**src/rtl/instr_seq.sv**
```systemverilog
// instr_seq -- instruction sequencer feeding alu_mod.
//
// Holds the program counter and fetches one word per instruction from a
// synchronous instruction memory. It decodes the word into the ALU operand,
// choice and stack-control fields, then presents the result with a
// valid/stall handshake. A downstream jump request is honoured only on the
// accept cycle. Each instruction takes three cycles:
// FETCH -> DECODE -> ISSUE. The HALT_OP opcode parks the sequencer in HALT
// until reset.
//
// Ports:
//   clk, rst          clock; synchronous active-high reset
//   imem_rd           memory read strobe (FETCH only)
//   imem_addr         memory address, always shows pc
//   imem_data         instruction word, valid the cycle after imem_rd
//   stall             downstream not ready; hold the current issue
//   jmp, jmp_addr     jump request and target, used only on accept
//   op_code .. pop    decoded instruction fields (push/pop gated to ISSUE)
//   instr_addr        address of the issued instruction
//   issue_valid       decoded fields valid (ISSUE)
//   halted            HALT_OP reached
module instr_seq #(
  parameter int                WIDTH   = 8,
  parameter int                IWIDTH  = 8,
  parameter int                AWIDTH  = 6,
  parameter logic [IWIDTH-1:0] HALT_OP = 8'hFF
) (
  input  logic                          clk,
  input  logic                          rst,
  output logic                          imem_rd,
  output logic [AWIDTH-1:0]             imem_addr,
  input  logic [IWIDTH+3*WIDTH+8-1:0]   imem_data,
  input  logic                          stall,
  input  logic                          jmp,
  input  logic [AWIDTH-1:0]             jmp_addr,
  output logic [IWIDTH-1:0]             op_code,
  output logic [WIDTH-1:0]              source1,
  output logic [WIDTH-1:0]              source2,
  output logic [1:0]                    source1_choice,
  output logic [1:0]                    source2_choice,
  output logic [WIDTH-1:0]              destination,
  output logic [1:0]                    dest_choice,
  output logic                          push,
  output logic                          pop,
  output logic [AWIDTH-1:0]             instr_addr,
  output logic                          issue_valid,
  output logic                          halted
);

  typedef enum logic [1:0] {
    FETCH  = 2'd0,
    DECODE = 2'd1,
    ISSUE  = 2'd2,
    HALT   = 2'd3
  } state_t;

  // Field slices of the incoming instruction word (MSB first).
  logic [IWIDTH-1:0] w_op;
  logic [WIDTH-1:0]  w_src1;
  logic [WIDTH-1:0]  w_src2;
  logic [WIDTH-1:0]  w_dst;
  logic [1:0]        w_c1;
  logic [1:0]        w_c2;
  logic [1:0]        w_cd;
  logic              w_push;
  logic              w_pop;

  assign w_op   = imem_data[IWIDTH+3*WIDTH+7 -: IWIDTH];
  assign w_src1 = imem_data[3*WIDTH+7 -: WIDTH];
  assign w_src2 = imem_data[2*WIDTH+7 -: WIDTH];
  assign w_dst  = imem_data[WIDTH+7 -: WIDTH];
  assign w_c1   = imem_data[7:6];
  assign w_c2   = imem_data[5:4];
  assign w_cd   = imem_data[3:2];
  assign w_push = imem_data[1];
  assign w_pop  = imem_data[0];

  state_t            state_q, state_d;
  logic [AWIDTH-1:0] pc_q, pc_d;
  logic [AWIDTH-1:0] iaddr_q, iaddr_d;
  logic [IWIDTH-1:0] op_q, op_d;
  logic [WIDTH-1:0]  src1_q, src1_d;
  logic [WIDTH-1:0]  src2_q, src2_d;
  logic [WIDTH-1:0]  dst_q, dst_d;
  logic [1:0]        c1_q, c1_d;
  logic [1:0]        c2_q, c2_d;
  logic [1:0]        cd_q, cd_d;
  logic              push_q, push_d;
  logic              pop_q, pop_d;
  logic              fetch_rd;

  always_ff @(posedge clk) begin
    if (rst) begin
      state_q <= FETCH;
      pc_q    <= '0;
      iaddr_q <= '0;
      op_q    <= '0;
      src1_q  <= '0;
      src2_q  <= '0;
      dst_q   <= '0;
      c1_q    <= '0;
      c2_q    <= '0;
      cd_q    <= '0;
      push_q  <= 1'b0;
      pop_q   <= 1'b0;
    end else begin
      state_q <= state_d;
      pc_q    <= pc_d;
      iaddr_q <= iaddr_d;
      op_q    <= op_d;
      src1_q  <= src1_d;
      src2_q  <= src2_d;
      dst_q   <= dst_d;
      c1_q    <= c1_d;
      c2_q    <= c2_d;
      cd_q    <= cd_d;
      push_q  <= push_d;
      pop_q   <= pop_d;
    end
  end

  always_comb begin
    state_d     = state_q;
    pc_d        = pc_q;
    iaddr_d     = iaddr_q;
    op_d        = op_q;
    src1_d      = src1_q;
    src2_d      = src2_q;
    dst_d       = dst_q;
    c1_d        = c1_q;
    c2_d        = c2_q;
    cd_d        = cd_q;
    push_d      = push_q;
    pop_d       = pop_q;
    fetch_rd    = 1'b0;
    issue_valid = 1'b0;
    halted      = 1'b0;
    push        = 1'b0;
    pop         = 1'b0;

    case (state_q)
      FETCH: begin
        fetch_rd = 1'b1;
        state_d  = DECODE;
      end
      DECODE: begin
        if (w_op == HALT_OP) begin
          // The halt word is never issued. halted rises as soon as it is
          // seen, so the output registers keep the last issued instruction.
          halted  = 1'b1;
          state_d = HALT;
        end else begin
          op_d    = w_op;
          src1_d  = w_src1;
          src2_d  = w_src2;
          dst_d   = w_dst;
          c1_d    = w_c1;
          c2_d    = w_c2;
          cd_d    = w_cd;
          push_d  = w_push;
          pop_d   = w_pop;
          iaddr_d = pc_q;
          state_d = ISSUE;
        end
      end
      ISSUE: begin
        issue_valid = 1'b1;
        push        = push_q;
        pop         = pop_q;
        // A jump is looked at only on the accept cycle. The pc wraps
        // naturally at 2^AWIDTH.
        if (!stall) begin
          pc_d    = jmp ? jmp_addr : pc_q + AWIDTH'(1);
          state_d = FETCH;
        end
      end
      HALT: begin
        halted = 1'b1;
      end
      default: begin
        state_d = FETCH;
      end
    endcase
  end

  // The state register already sits in FETCH while reset is held. The read
  // strobe is masked by rst so that every output reads 0 during reset.
  assign imem_rd        = fetch_rd & ~rst;
  assign imem_addr      = pc_q;
  assign instr_addr     = iaddr_q;
  assign op_code        = op_q;
  assign source1        = src1_q;
  assign source2        = src2_q;
  assign destination    = dst_q;
  assign source1_choice = c1_q;
  assign source2_choice = c2_q;
  assign dest_choice    = cd_q;

endmodule

```
**config.mk**
```make
export PLATFORM = sky130hd
export DESIGN_NAME = instr_seq
export DESIGN_NICKNAME = d
export VERILOG_FILES = /design/src/rtl/instr_seq.sv
export SDC_FILE = /design/constraint.sdc
export NUM_CORES = 1
export LEC_CHECK = 0
export BUFFER_PORTS_ARGS = -buffer_cell sky130_fd_sc_hd__buf_2
export CAP_MARGIN = 20
export CORE_ASPECT_RATIO = 1.75
export CORE_MARGIN = 2
export CORE_UTILIZATION = 40
export DETAILED_ROUTE_END_ITERATION = 10
export PLACE_DENSITY = 0.66
export SYNTH_ARGS = -nofsm -noshare
export SYNTH_HDL_FRONTEND = slang
export SYNTH_SLANG_ARGS = --single-unit
```
**constraint.sdc**
```tcl
create_clock -name clk -period 3.5 [get_ports clk]
set_input_delay 0 -clock clk [delete_from_list [all_inputs] [get_ports clk]]
set_output_delay 0 -clock clk [all_outputs]
set_load 0.01 [all_outputs]
```
======== Yosys cells after proc, flatten, opt, wreduce, memory -nomap -nowiden ========
Index checks and enable logic that the tools add are counted.
word-level totals
  output and inout bits ................... 55
  input bits .............................. 50
  logic and storage cells ................. 37
  bits in registers ....................... 54
cells by class
  $add $sub $neg .......................... 1
  equal/unequal tests ..................... 5
  reduce and logical (&&, ||, !) cells .... 5
  bitwise operators ....................... 4
  multiplexer cells ....................... 10
operators with widths
  kind                   count
  $eq A8 B8 Y1 const B   1
  $add A6 B1 Y6 const B  1
  $mux W1                6
  $mux W6                1
  $pmux W2 S3            1
  $reduce_and A2 Y1      3
  $eq A2 B2 Y1 const B   2
  $not A1 Y1             3
  $reduce_bool A3 Y1     1
  $eq A2 B1 Y1 const B   1
  $logic_not A2 Y1       1
  $mux W2                1
  $ne A2 B2 Y1 const B   1
  $pmux W1 S2            1
  $and A1 B1 Y1          1

======== Longest topological paths before layout ========
Gate-level depths: netlist of the first run.
  depth after elaboration ................. 3
  gate-level depth with buffers ........... 5
  gate-level depth less buffers ........... 4

======== Worst setup path before layout of the first run ========
Ideal clock, no wire load.
  kind .................................... reg-to-reg
  start point ............................. register state_q[1]
  end point ............................... register pc_q[0] (netlist: imem_addr[0])
  arrival ................................. 1.285 ns
  setup slack ............................. 2.141 ns
  path buffers ............................ 1
  period minus slack after synthesis ...... 1.359 ns
  stages on the path, launching flop included .. 5
  library setup time ...................... 0.074 ns
  required time ........................... 3.426 ns
  cells stage by stage .................... dfxtp_1 -> or3b_1 -> clkbuf_2 -> or3_1 -> a31oi_1
between the ends
  cells in the longest elaborated chain, start to end .. 2
RTL lines
  element                      RTL line  text
  start: declaration           78        state_t state_q, state_d;
  start signal: assignment     107       state_q <= state_d;
  $eq A2 B2 Y1                 141       case (state_q)
  $reduce_and A2 Y1 (no line)  -
  end signal: assignment       108       pc_q <= pc_d;
  end: declaration             79        logic [AWIDTH-1:0] pc_q, pc_d;
No other way between the ends.
A chain may end at the register's enable or synchronous reset.

======== Worst setup path after layout of the first run ========
  start point ............................. register state_q[0]
  end point ............................... register c1_q[0] (netlist: source1_choice[0])
between the ends
  cells in the longest elaborated chain, start to end .. 2
RTL lines
  element                      RTL line  text
  $eq A2 B1 Y1                 141
  $reduce_and A2 Y1 (no line)  -
  end signal: assignment       101       c1_q <= '0;
  end signal: assignment       114       c1_q <= c1_d;
  end: declaration             85        logic [1:0] c1_q, c1_d;
No other way between the ends.

==> reports/qor.tcl, run 1 <==
set qor(site_row_count) 38
set qor(critical_path_required_ns) 3.74
set qor(critPathKind) {reg2reg}
set qor(route.detailed.wl_per_inst_um) 12.8
set qor(most_frequent_standard_cell_in_the_layout_excluding_fill_and_tap_cells) {sky130_fd_sc_hd__buf_2}
set qor(ys_ff_latch) 54
set qor(synth_top_flop_cell) {sky130_fd_sc_hd__dfxtp_1}
set qor(fp.dieW_um) 63.7
set qor(fin_crit_sh) 0.490
set qor(power.leakage_nw) 1.63
set qor(worstPathMaxFanout) 23
set qor(clkSlewWorstSetupHoldPaths_ns) 0.09
set qor(input_output_buffers) 104
set qor(synth_largest_area_cell) {sky130_fd_sc_hd__dfxtp_1}
set qor(drt-vias-per-instance) 4.69
set qor(synthesis.nets) 308
set qor(synth.cell_area_um2) 2490
set qor(synth_enable_flop_cells) 0
set qor(clk-insertion-delay-late_ns) 0.31
set qor(finalHoldViolCount) 0
set qor(period_needed_ns) 1.72
set qor(initial_core_util) 0.407
set qor(sort_of_element_at_the_start_of_the_critical_path) {flip-flop}
set qor(grt_max_degree) 56
set qor(timing.final.max_slew_violations) 0
set qor(io_pins) 105
set qor(core_region_area_um2) 6130
set qor(antenna_violations_before_repair) 0
set qor(grt_setup_unrepaired) {no}
set qor(netlist_top_cells_area) {sky130_fd_sc_hd__dfxtp_1 (43%), sky130_fd_sc_hd__nand2b_1 (23%), sky130_fd_sc_hd__mux2i_1 (18%)}
set qor(cts-resized-gates) 0
set qor(final_gp_congestion) 0.782
set qor(route.detailed.drc) 0
set qor(hpwl_dp_um) 3960
set qor(path_delay_family) {flip-flops}
set qor(timing.max_cap.violations) 0
set qor(insertedDiodeCount) 0
set qor(fp.dieH_um) 108
set qor(cts_buffers) 5
set qor(cp_slowest_cell) {sky130_fd_sc_hd__dfxtp_1}
set qor(synth_sequential_area_ratio) 0.434
set qor(synthDominantCellAreaShare) 0.434
set qor(grt_pass1_wl_um) 9720
set qor(dr.pass1.iters) 4
set qor(worst_path_largest_cell_delay_ns) 0.44
set qor(synthesis.yosys.warnings) 0
set qor(hp-class) {in2reg}
set qor(root_buffer) {sky130_fd_sc_hd__clkbuf_8}
set qor(final_layout_size_suffix_gt1_frac) 0.295
set qor(cells_along_the_critical_path) {and2b_1 > o21a_2 > buf_4 > mux2i_1}
set qor(dr.first_iter.drc_count) 91
set qor(tightestPinTransition_ns) 0.666
set qor(fin_nets) 447
set qor(layout-area-overhead-vs-synth_pct) 43.8
set qor(track_usage) 0.177
set qor(ys_types) 34
set qor(power.total_mw) 1.33
set qor(route.antenna.remaining_nets) 0
set qor(max-slew-margin-rel) 0.555
set qor(vias) 2237
set qor(fin_setup_tns_ns) 0
set qor(critical_path_arrival_ns) 1.96
set qor(power_density_nw_per_um2) 371
set qor(fillers) 544
set qor(synth-async-reset-ratio) 0
set qor(status) {complete, no violations}
set qor(post_synth_inst_count) 257
set qor(number_of_levels_in_the_clock_h_tree) 2
set qor(overflow) 0
set qor(drt_wl_total_um) 6130
set qor(power.ir.vdd_worst_mv) 0.210
set qor(finalClockSkew_ns) 0.00789
set qor(syn-mean-instance-area_um2) 9.70
set qor(die_area_um2) 6910
set qor(cts_tree) {built}
set qor(cts_sinks) 54
set qor(finalSetupViolations) 0
set qor(timing.fmax_mhz) 583
set qor(critical_path_buf_inv_count) 1
set qor(final_cell_mix) {sky130_fd_sc_hd__buf_2 (104), sky130_fd_sc_hd__nand2b_1 (90), sky130_fd_sc_hd__dfxtp_1 (54), sky130_fd_sc_hd__mux2i_1 (46), sky130_fd_sc_hd__dlygate4sd3_1 (43)}
set qor(grt_pass1_vias) 2209
set qor(clock_path_buffers) 2
set qor(timing.critical_path.to_type) {flip-flop}
set qor(finalCoreUtilization) 0.584
## flip-flops by register name, summed over array words and instances, names as in the netlist
signal and count:
dest_choice 2, destination 8, imem_addr 6, instr_addr 6
op_code 8, pop_q 1, push_q 1, source1 8
source1_choice 2, source2 8, source2_choice 2, state_q 2
## per-stage QoR
stage / std cells / hold WS, ns / area [µm²] / setup slack [ns]
final: 477 / 0.0365 / 3580 / 1.78
after floorplan: 257 / 0.145 / 2490 / 2.14
after CTS: 477 / 0.0276 / 3580 / 1.77
after detailed placement: 426 / 0.268 / 3060 / 1.81
after global placement: 426 / 0.262 / 3060 / 1.86
after global routing: 477 / 0.0577 / 3580 / 1.60
## Yosys cell counts, types with 2 or more instances
cell / number
sky130_fd_sc_hd__nand2b_1: 90
sky130_fd_sc_hd__dfxtp_1: 54
sky130_fd_sc_hd__mux2i_1: 46
sky130_fd_sc_hd__clkbuf_1: 12
sky130_fd_sc_hd__nor2_1: 6
sky130_fd_sc_hd__buf_2: 5
sky130_fd_sc_hd__a21oi_1: 3
sky130_fd_sc_hd__and2_1: 3
sky130_fd_sc_hd__nor2b_1: 3
sky130_fd_sc_hd__o21a_1: 3
sky130_fd_sc_hd__o21ai_0: 3
sky130_fd_sc_hd__a31oi_1: 2
sky130_fd_sc_hd__nand2_1: 2
sky130_fd_sc_hd__nand3_1: 2
sky130_fd_sc_hd__nand4_1: 2
sky130_fd_sc_hd__nor3_1: 2
sky130_fd_sc_hd__nor3b_1: 2
## report_power, final
part	internal (mW)	total, mW	leakage (nW)	switching (mW)
clock	0.160	0.359	0.0482	0.199
combinational	0.155	0.287	1.14	0.132
sequential	0.659	0.686	0.441	0.0268
## path summary, 6_finish.rpt
path,from,slack [ns],to,cells past startpoint
worst max-delay path,state_q[0]$_SDFFE_PP0P_,1.78,source1_choice[0]$_SDFFE_PP0P_,4
worst min-delay path,jmp_addr[1],0.04,imem_addr[1]$_SDFFE_PP0P_,3
worst max register to register,state_q[0]$_SDFFE_PP0P_,1.78,source1_choice[0]$_SDFFE_PP0P_,4
worst min register to register,source2_choice[0]$_SDFFE_PP0P_,0.48,source2_choice[0]$_SDFFE_PP0P_,2
## cell families (layout without fill, tap and decap cells)
kind of cell	count (synthesis)	in the layout	synth area share
fa+ha+maj	1	1	0.00502
compound gates	18	18	0.0497
flops	54	54	0.434
simple gates	118	118	0.291
mux	47	47	0.189
buf+inv	19	159	0.0316
## worst reg2reg max path, delay by kind of cell, from the launching register on
family                 cells  cell delay [ns]
flip-flops                 1             0.44
buffers and inverters      1             0.44
AO/OA/AOI/OAI              1             0.36
multiplexers               1             0.25
AND/OR/NAND/NOR            1             0.17
## layer usage
| layer | GRT usage | vias to the layer above | wire (µm) |
|---|---|---|---|
| met2 | 0.322 | 67 | 3200 |
| met5 | 0 | - | 0 |
| li1 | - | 1131 | - |
| met3 | 0.0395 | 11 | 286 |
| met4 | 0.0839 | 0 | 141 |
| met1 | 0.193 | 1028 | 2500 |
## what timing repair did
| item | 4_1_cts | 5_1_grt |
|---|---|---|
| endpoints found under the hold margin | 43 | 0 |
| setup buffers | 0 | 0 |
| hold buffers | 43 | 0 |
## layout make-up
cell class,count,area (µm²),share of cell area
clock buffers,7,86.3,0.0241
clock inverters,1,5.00,0.00140
inverters,1,3.75,0.00105
multi-input cells,184,1340,0.372
flip-flops and latches,54,1080,0.302
well taps,80,100,0.0279
repair buffers,150,973,0.272
Power figures use the tool's default switching activity.
==> inputs of run 2 (changes only) <==
--- a/config.mk
+++ b/config.mk
@@ -11,7 +11,7 @@
 export CORE_MARGIN = 2
 export CORE_UTILIZATION = 40
 export DETAILED_ROUTE_END_ITERATION = 10
-export PLACE_DENSITY = 0.66
+export PLACE_DENSITY = 0.68
 export SYNTH_ARGS = -nofsm -noshare
 export SYNTH_HDL_FRONTEND = slang
 export SYNTH_SLANG_ARGS = --single-unit
==> constraint.sdc (replaced) <==
create_clock -name clk -period 1.47 [get_ports clk]
set_input_delay 0 -clock clk [delete_from_list [all_inputs] [get_ports clk]]
set_output_delay 0 -clock clk [all_outputs]
set_load 0.01 [all_outputs]
==> run 2 against run 1 <==
Against the previous run:
- sequential power increased by 140%
- setup slack got worse by 1.7 ns
- register-to-register slack lost 1.7 ns
- die area did not move
- final cell count up 1.7%
- combinational power increased to 2.5 times the previous value
- routed wire length decreased by 0.46%
- clock skew decreased by 0.0030 ns
- critical path depth increased by 1
- count of clock-buffer cells in the layout is 1 higher
- final area up 3.0%
- critical endpoint is now instr_addr[5]$_SDFFE_PP0P_
- largest cell class unchanged
==> reports/qor.tcl, run 2 (synthesis results as in run 1) <==
set qor(root_buffer) {sky130_fd_sc_hd__clkbuf_8}
set qor(dr.first_iter.drc_count) 85
set qor(io_pins) 105
set qor(finalClockSkew_ns) 0.00486
set qor(status) {complete, no violations}
set qor(final_cell_mix) {sky130_fd_sc_hd__buf_2 (104), sky130_fd_sc_hd__nand2b_1 (90), sky130_fd_sc_hd__dfxtp_1 (54), sky130_fd_sc_hd__mux2i_1 (46), sky130_fd_sc_hd__dlygate4sd3_1 (43)}
set qor(final-instance-count-excl-fill) 485
set qor(cts_buffers) 5
set qor(detailedPlace.worstSlack_ns) 0.134
set qor(critical_path_arrival_ns) 1.59
set qor(timing.fmax_mhz) 722
set qor(fin_ws_ns) 0.0846
set qor(worstPathMaxFanout) 3
set qor(r2r_end) {source1[4]$_SDFFE_PP0P_}
set qor(fillers) 521
set qor(layout-area-overhead-vs-synth_pct) 48.0
set qor(hp-class) {in2reg}
set qor(fin_crit_sh) 0.942
set qor(crit_path_end) {instr_addr[5]$_SDFFE_PP0P_}
set qor(site_row_count) 38
set qor(fin_nets) 455
set qor(track_usage) 0.178
set qor(clk-insertion-delay-late_ns) 0.31
set qor(grt_setup_unrepaired) {no}
set qor(clock_path_buffers) 2
set qor(timing.critical_path.to_type) {flip-flop}
set qor(cts_post_setup_buffers_inserted) 0
set qor(net_switching_power_of_the_design_mw) 0.853
set qor(place_inst) 434
set qor(route.detailed.drc) 0
set qor(reg2reg_slack_ns) 0.12
set qor(drt-vias-per-instance) 4.64
set qor(timing.rr.start) {state_q[1]$_SDFFE_PP0P_}
set qor(fin_setup_tns_ns) 0
set qor(tightestPinTransition_ns) 0.346
set qor(timing.final.max_slew_violations) 0
set qor(final_layout_size_suffix_gt1_frac) 0.314
set qor(hpwl_dp_um) 4070
set qor(max-slew-margin-rel) 0.767
set qor(final_gp_congestion) 0.749
set qor(power_frac_comb) 0.221
set qor(cts_tree) {built}
set qor(worstRegToRegCells) 5
set qor(sort_of_element_at_the_start_of_the_critical_path) {input port}
set qor(power.ir.vdd_worst_mv) 0.639
set qor(critical_path_required_ns) 1.68
set qor(dr.pass1.iters) 4
set qor(grt_max_degree) 45
set qor(finalSetupViolations) 0
set qor(fp.dieW_um) 63.7
set qor(period_needed_ns) 1.39
set qor(route.antenna.remaining_nets) 0
set qor(die_area_um2) 6910
set qor(multiInputGateArea_um2) 1340
set qor(power_density_nw_per_um2) 895
set qor(route.detailed.wl_per_inst_um) 12.6
set qor(critPathLaunch) {imem_data[35]}
set qor(p_sw_frac) 0.258
set qor(seq_power_share) 0.492
set qor(critPathKind) {in2reg}
set qor(internal_power_mw) 2.45
set qor(overflow) 0
set qor(finalCoreUtilization) 0.602
set qor(grt_pass1_vias) 2194
set qor(timing.max_cap.violations) 0
set qor(area.sequential_um2) 1080
set qor(input_output_buffers) 104
set qor(vias) 2251
set qor(antenna_violations_before_repair) 0
set qor(initial_core_util) 0.407
set qor(grt_pass1_wl_um) 9720
set qor(finalHoldViolCount) 0
set qor(number_of_levels_in_the_clock_h_tree) 2
set qor(fp.dieH_um) 108
set qor(drt_wl_total_um) 6100
set qor(clkSlewWorstSetupHoldPaths_ns) 0.10
set qor(power.leakage_nw) 1.68
set qor(core_region_area_um2) 6130
set qor(power_frac_clock) 0.287
set qor(most_frequent_standard_cell_in_the_layout_excluding_fill_and_tap_cells) {sky130_fd_sc_hd__buf_2}
set qor(insertedDiodeCount) 0
set qor(cts_sinks) 54
-- run 2: changes by cell type in the layout (fill, tap and decap cells not counted), sizes merged --
cell / before / now
clkbuf: 7 / 8
buf: 107 / 115
clkinv: 1 / 0
-- run 2: cell type report --
type	count	share of cell area
multi-input cells	184	0.362
flip-flops and latches	54	0.293
repair buffers	158	0.287
clock buffers	8	0.0298
well taps	80	0.0271
inverters	1	0.00102
-- run 2: power by group through the flow --
stage / sequential, mW / clock (mW) / combinational (mW)
after floorplan: 1.71 / 0 / 0.325
after global placement: 1.66 / 0 / 0.631
after detailed placement: 1.66 / 0 / 0.645
after CTS: 1.63 / 0.995 / 0.734
after global routing: 1.64 / 1.04 / 0.796
final: 1.62 / 0.950 / 0.730
-- run 2: how the worst min path moves through the flow --
stage | startpoint | endpoint | depth (start not counted)
final | jmp_addr[1] | imem_addr[1]$_SDFFE_PP0P_ | 3
after global routing | jmp_addr[1] | imem_addr[1]$_SDFFE_PP0P_ | 3
after CTS | jmp_addr[1] | imem_addr[1]$_SDFFE_PP0P_ | 3
after detailed placement | imem_data[1] | push_q$_SDFFE_PP0P_ | 3
after global placement | stall | state_q[1]$_SDFFE_PP0P_ | 3
after floorplan | stall | state_q[1]$_SDFFE_PP0P_ | 2
-- run 2: repair_timing --
item | in CTS | in global routing
hold endpoints to repair | 43 | 0
setup endpoints to repair | 0 | 1
hold buffers | 43 | 0
gates resized for setup | 0 | 1
-- run 2: worst max-delay path, cell delays in order --
cell	delay, ns
sky130_fd_sc_hd__dlygate4sd3_1	0.52
sky130_fd_sc_hd__buf_2	0.11
sky130_fd_sc_hd__nand4_1	0.21
sky130_fd_sc_hd__o21ai_0	0.38
sky130_fd_sc_hd__mux2_2	0.37
-- run 2: metal layers --
layer	track usage	routed length (µm)
met2	0.316	3200
met4	0.0932	182
met5	0	0
met3	0.0364	236
met1	0.197	2480
-- run 2: through the flow --
step / hold slack, ns / power [mW] / cell area, µm²
after floorplan: 0.145 / 2.03 / 2490
after global placement: 0.261 / 2.29 / 3150
after detailed placement: 0.270 / 2.30 / 3150
after CTS: 0.0185 / 3.35 / 3690
after global routing: 0.0735 / 3.47 / 3690
final: 0.0288 / 3.30 / 3690
